==> src/rtl/ram_host_arbiter_pkg.sv <==
// Shared controller types: core sequencer states, data RAM geometry and the
// host/core RAM arbiter states.
package CtrlUnit;

    localparam int unsigned DATA_ADDR_W = 10;

    // One controller instruction walks S1..S8; S8 is the instruction boundary.
    typedef enum logic [2:0] {
        S1, S2, S3, S4, S5, S6, S7, S8
    } TState;

    typedef enum logic [1:0] {
        IDLE,
        PEND,
        HOST,
        DRAIN
    } TArbState;

endpackage

==> src/rtl/ram_host_arbiter.sv <==
// Shares the sample/coefficient data RAM between the controller core and a host
// burst port; host bursts are granted only while the core is parked in S8.
module ram_host_arbiter
    import CtrlUnit::*;
#(
    parameter int unsigned DATA_W      = 24,
    parameter int unsigned DATA_ADDR_W = CtrlUnit::DATA_ADDR_W,
    parameter int unsigned MAX_BURST   = 64,
    parameter int unsigned LEN_W       = $clog2(MAX_BURST + 1)
) (
    input  logic                   clk,
    input  logic                   rst,

    input  logic                   core_en_in_i,
    output logic                   core_en_o,
    input  TState                  core_state_i,
    input  logic                   core_en_a_i,
    input  logic                   core_en_b_i,
    input  logic                   core_we_a_i,
    input  logic                   core_we_b_i,
    input  logic [DATA_ADDR_W-1:0] core_addr_a_i,
    input  logic [DATA_ADDR_W-1:0] core_addr_b_i,
    input  logic [DATA_W-1:0]      core_wdata_a_i,

    input  logic                   host_req_i,
    input  logic                   host_we_i,
    input  logic [DATA_ADDR_W-1:0] host_addr_i,
    input  logic [LEN_W-1:0]       host_len_i,
    input  logic [DATA_W-1:0]      host_wdata_i,
    input  logic                   host_wvalid_i,
    output logic                   host_wready_o,
    output logic [DATA_W-1:0]      host_rdata_o,
    output logic                   host_rvalid_o,
    output logic                   host_done_o,

    output logic                   ram_en_a_o,
    output logic                   ram_en_b_o,
    output logic                   ram_we_a_o,
    output logic                   ram_we_b_o,
    output logic [DATA_ADDR_W-1:0] ram_addr_a_o,
    output logic [DATA_ADDR_W-1:0] ram_addr_b_o,
    output logic [DATA_W-1:0]      ram_wdata_a_o,
    input  logic [DATA_W-1:0]      ram_rdata_a_i
);

    TArbState               state_q, state_d;
    logic [LEN_W-1:0]       cnt_q, cnt_d;
    logic [LEN_W-1:0]       len_l_q, len_l_d;
    logic [DATA_ADDR_W-1:0] addr_l_q, addr_l_d;
    logic                   we_l_q, we_l_d;
    logic                   core_ran_q, core_ran_d;
    logic                   rvalid_q, rvalid_d;

    logic                   host_beat;
    logic [DATA_ADDR_W-1:0] host_addr_cur;

    // Reads issue every HOST cycle; writes only on accepted beats.
    assign host_beat     = we_l_q ? host_wvalid_i : 1'b1;
    // Address arithmetic wraps naturally at the RAM address width.
    assign host_addr_cur = addr_l_q + DATA_ADDR_W'(cnt_q);

    always_comb begin
        state_d    = state_q;
        cnt_d      = cnt_q;
        len_l_d    = len_l_q;
        addr_l_d   = addr_l_q;
        we_l_d     = we_l_q;
        core_ran_d = core_ran_q;
        rvalid_d   = 1'b0;

        unique case (state_q)
            IDLE: begin
                if (core_state_i != S8) begin
                    core_ran_d = 1'b1;
                end
                if (host_req_i && core_ran_q) begin
                    state_d = PEND;
                end
            end
            PEND: begin
                if (!host_req_i) begin
                    state_d = IDLE;
                end else if (core_state_i == S8) begin
                    state_d    = HOST;
                    we_l_d     = host_we_i;
                    addr_l_d   = host_addr_i;
                    len_l_d    = (host_len_i == '0) ? LEN_W'(1) : host_len_i;
                    cnt_d      = '0;
                    core_ran_d = 1'b0;
                end
            end
            HOST: begin
                rvalid_d = !we_l_q;
                if (host_beat) begin
                    cnt_d = cnt_q + LEN_W'(1);
                    if (cnt_q == len_l_q - LEN_W'(1)) begin
                        state_d = DRAIN;
                    end
                end
            end
            DRAIN: begin
                state_d = IDLE;
            end
            default: begin
                state_d = IDLE;
            end
        endcase
    end

    always_ff @(posedge clk) begin
        if (!rst) begin
            state_q    <= IDLE;
            cnt_q      <= '0;
            len_l_q    <= LEN_W'(1);
            addr_l_q   <= '0;
            we_l_q     <= 1'b0;
            core_ran_q <= 1'b1;
            rvalid_q   <= 1'b0;
        end else begin
            state_q    <= state_d;
            cnt_q      <= cnt_d;
            len_l_q    <= len_l_d;
            addr_l_q   <= addr_l_d;
            we_l_q     <= we_l_d;
            core_ran_q <= core_ran_d;
            rvalid_q   <= rvalid_d;
        end
    end

    always_comb begin
        core_en_o     = core_en_in_i;
        host_wready_o = 1'b0;
        host_done_o   = 1'b0;
        ram_en_a_o    = core_en_a_i;
        ram_we_a_o    = core_we_a_i;
        ram_addr_a_o  = core_addr_a_i;
        ram_wdata_a_o = core_wdata_a_i;
        ram_en_b_o    = core_en_b_i;
        ram_we_b_o    = core_we_b_i;
        ram_addr_b_o  = core_addr_b_i;

        unique case (state_q)
            IDLE: begin
            end
            PEND: begin
                // Freeze the core as soon as it reaches the instruction boundary.
                core_en_o = core_en_in_i && (core_state_i != S8);
            end
            HOST: begin
                core_en_o     = 1'b0;
                ram_en_b_o    = 1'b0;
                ram_we_b_o    = 1'b0;
                ram_addr_a_o  = host_addr_cur;
                ram_wdata_a_o = host_wdata_i;
                if (we_l_q) begin
                    host_wready_o = 1'b1;
                    ram_en_a_o    = host_wvalid_i;
                    ram_we_a_o    = host_wvalid_i;
                end else begin
                    ram_en_a_o    = 1'b1;
                    ram_we_a_o    = 1'b0;
                end
            end
            DRAIN: begin
                core_en_o   = 1'b0;
                host_done_o = 1'b1;
            end
            default: begin
            end
        endcase
    end

    // The RAM output is already registered; gate it so rdata reads 0 between words.
    assign host_rvalid_o = rvalid_q;
    assign host_rdata_o  = rvalid_q ? ram_rdata_a_i : '0;

endmodule

==> config.mk <==
export PLATFORM = sky130hd
export DESIGN_NAME = ram_host_arbiter
export DESIGN_NICKNAME = d
export VERILOG_FILES = /design/src/rtl/ram_host_arbiter_pkg.sv /design/src/rtl/ram_host_arbiter.sv
export SDC_FILE = /design/constraint.sdc
export NUM_CORES = 1
export LEC_CHECK = 0
export CAP_MARGIN = 5
export CORE_MARGIN = 2
export CORE_UTILIZATION = 30
export DETAILED_ROUTE_END_ITERATION = 16
export PLACE_DENSITY = 0.87
export SLEW_MARGIN = 20
export SYNTH_ARGS = -nofsm -noshare
export SYNTH_HDL_FRONTEND = slang
export SYNTH_SLANG_ARGS = --single-unit
==> constraint.sdc <==
create_clock -name clk -period 2.1 [get_ports clk]
set_input_delay 0.42 -clock clk [delete_from_list [all_inputs] [get_ports clk]]
set_output_delay 0.42 -clock clk [all_outputs]
set_load 0.05 [all_outputs]
==> flow_metrics.tcl <==
set metrics [dict create \
    status "finished with violations" \
    violations "negative setup slack" \
    row_count 33 \
    antenna_found_initial 0 \
    syn_area_mm2 0.002459 \
    grt_max_degree 31 \
    cp.required_ns 1.68 \
    vias 3167 \
    gr-usage-met1_pct 22.32 \
    cts.sinks 29 \
    rsz0062_at_grt "true" \
    final_nets 678 \
    core_area_mm2 0.008093 \
    postLayoutSetupSlackWorst_ns -0.4481 \
    leakagePower_nw 2.305 \
    ys_ff_latch 29 \
    cp.arrival_ns 2.13 \
    synthCells 354 \
    wire_per_inst_um 15.92 \
    setup_tns_ns -2.337 \
    yosysSeqAreaShare_pct 23.61 \
    fin_cells 652 \
    worstHoldPathType "flop to flop" \
    drc 0 \
    ys_warn_count 0 \
    synth_nets 486 \
    setup_violations 8 \
    finalPower_w 0.001819 \
    maxCapViolCount 0 \
    met3_usage_pct 5.347 \
    cts_tree "yes" \
    drtAntennaViolNets 0 \
    drtPass1Iterations 4 \
    finalCritPeriodShare_pct 121.3 \
    combPwrFrac_pct 42.6 \
    path_class "flop to output port" \
    avgSynthCellArea_um2 6.945 \
    initial_core_util_pct 30.38 \
    overflow 0 \
    synth_edf_count 0 \
    wl_mm 10.38 \
    stdcell_area_mm2 0.005493 \
    peakVddDrop_v 0.0003177 \
    die_w_um 94.53 \
    io_buffer_count 177 \
    async_flop_share_pct 0 \
    dp.cells 639 \
    internal_power_w 0.001252 \
    cts_max_level 2 \
    place_area_mm2 0.005244 \
    powerDensity_mw_per_mm2 331.2 \
    sw_frac_of_total_pct 31.14 \
    clockBufferDepth 2 \
    top_usage_layer "met2" \
    die_h_um 94.53 \
    drive_gt1_share_pct 29.80 \
    cts_root_buf "clkbuf_8" \
    clk_latency_ns 0.28 \
    vias_per_cell 4.857 \
    cp_max_fo 2 \
    period_needed_ns 2.548 \
    worst_pin_slew_ns 0.5456 \
    grt_first_pass_wirelength_mm 15.57 \
    grt_pass1_vias 3175 \
    numCtsBuffers 5 \
    pwr-share-clk_pct 26.1 \
    critPathLaunchType "flop" \
    dieArea_mm2 0.008936 \
    holdBufCountCts 0 \
    endpoint_kind "output port" \
    fin_util_pct 67.87 \
    relSlewSlack_pct 63.58 \
    n_antenna_cell 0 \
    place_hpwl_mm 8.323 \
    pin_count 198 \
    slew_viol_final 0 \
    p_sw_w 0.0005665 \
    finClkSkew_ns 0.003790 \
    first_iter_violations 163 \
    final-hold-violation-count 0 \
    clk_pin_slew_ns 0.06 \
    place_congestion 0.8628 \
    synth_ff_type "dfxtp_1" \
    p_seq_share_pct 31.3 \
    grt_util_all_layers_pct 22.07 \
    max_freq_mhz 392.4 \
    met2_usage_pct 43.93 \
    area_growth_pct 123.4 \
    yosys.cell_types.count 51 \
]
==> routing by layer <==
layer / vias up / share of wire [%]
met5: - / 0
li1: 1539 / -
met2: 123 / 55
met3: 25 / 7.0
met1: 1480 / 36
met4: 0 / 2.4
==> power by group through the flow <==
stage / Sequential, W / Clock, W / Combinational, W
after floorplan: 0.000577 / 0 / 0.000350
after global placement: 0.000581 / 0 / 0.000756
after detailed placement: 0.000582 / 0 / 0.000766
after CTS: 0.000568 / 0.000484 / 0.000772
after global routing: 0.000570 / 0.000509 / 0.000806
final: 0.000569 / 0.000475 / 0.000775
==> worst max-delay path: stages, from the launching register on <==
cell      delay, ns
dfxtp_2        0.34
ha_4           0.16
fa_2           0.36
a21oi_4        0.15
o21ai_2        0.08
o31a_1         0.28
a211oi_2       0.18
a21o_2         0.15
buf_12         0.13
==> what timing repair did <==
item,in CTS,in global routing
endpoints found under the setup margin,30,30
pin swaps,11,7
resized for setup,22,8
buffers inserted,2,4
cloned,0,0
==> cell usage after synthesis, drive strengths merged (2+ instances only) <==
library cell    n  area (µm²)
clkbuf         13       48.80
a21o            2       15.01
xnor2           7       61.31
and2           28       175.2
xor2           10       87.58
o31ai           4       35.03
nor3            4       20.02
dfxtp          29       580.6
a21boi         18       135.1
a211oi          3       22.52
nor2b           3       18.77
or3             3       20.02
mux2i           3       30.03
buf            17       125.1
o22ai           2       12.51
ha              9       112.6
a21oi           7       38.79
nand2         133       506.7
nor3b           4       30.03
o2111ai         2       17.52
nand4           3       25.02
nor2           14       52.55
o21ai          10       50.05
inv             4       15.01
a31oi           4       25.02
==> placed cells by master (no fill, tap or decap), types with 2 or more instances in the layout <==
cell type and count:
clkdlybuf4s50_1 111, clkbuf_8 6, nor2_1 13, xnor2_1 5, a31oi_1 3, o21ai_1 2
nor3_2 2, a21oi_2 3, a21boi_0 18, nor2b_2 2, buf_6 2, nor3b_1 4
o21ai_2 5, xnor2_2 2, xor2_1 9, and2_1 28, buf_12 65, inv_1 4
o31ai_4 2, a21oi_4 2, o21ai_0 2, nand2_1 130, ha_1 4, ha_4 5
o2111ai_1 2, nand2_4 2, buf_4 37, mux2i_1 3, nor3_1 2, o31ai_1 2
dfxtp_2 7, dfxtp_1 19, dfxtp_4 3, clkbuf_1 2, a21oi_1 2, nand4_1 2
==> flip-flops by register name, summed over array words and instances (netlist names), named ones only <==
signal,flops
core_ran_q,1
cnt_q,7
host_rvalid_o,1
len_l_q,7
state_q,1
we_l_q,1
addr_l_q,10
==> cell families (layout without fill, tap and decap cells) <==
logic type                 count (synthesis)  after routing  synth area share, %
muxes                                      3              3                1.221
buffers and inverters                     34            227                7.684
and+or+nand+nor                          200            200                37.30
DFF                                       29             29                23.61
xor gates and xnor gates                  18             18                6.972
AOI/OAI and AO/OA                         60             60                17.81
adders and majority gates                 10             10                5.395
==> layout make-up <==
cell class,count,area (µm²)
Sequential cell,29,600.6
Multi-Input combinational cell,291,1943
Timing Repair Buffer,215,2713
Tap cell,105,131.4
Clock buffer,8,90.09
Fill cell,600,2600
Inverter,4,15.01
==> worst paths after layout <==
path | start | end | slack (ns) | depth (start not counted)
setup reg to reg | len_l_q[0] | state_q[0] | 0.19 | 6
hold reg to reg | len_l_q[5] | len_l_q[5] | 0.48 | 2
hold / removal | len_l_q[5] | len_l_q[5] | 0.48 | 2
setup / recovery | cnt_q[0] | ram_addr_a_o[6] | -0.45 | 8
==> stage by stage <==
step                worst slack, ns  hold WS [ns]
global placement            -0.1627        0.4615
floorplan                   -0.1404        0.4472
CTS                         -0.4399        0.4815
finish                      -0.4481        0.4829
detailed placement          -0.1954        0.4744
global route                -0.5444        0.5118
(Power assumes the default switching activity.)
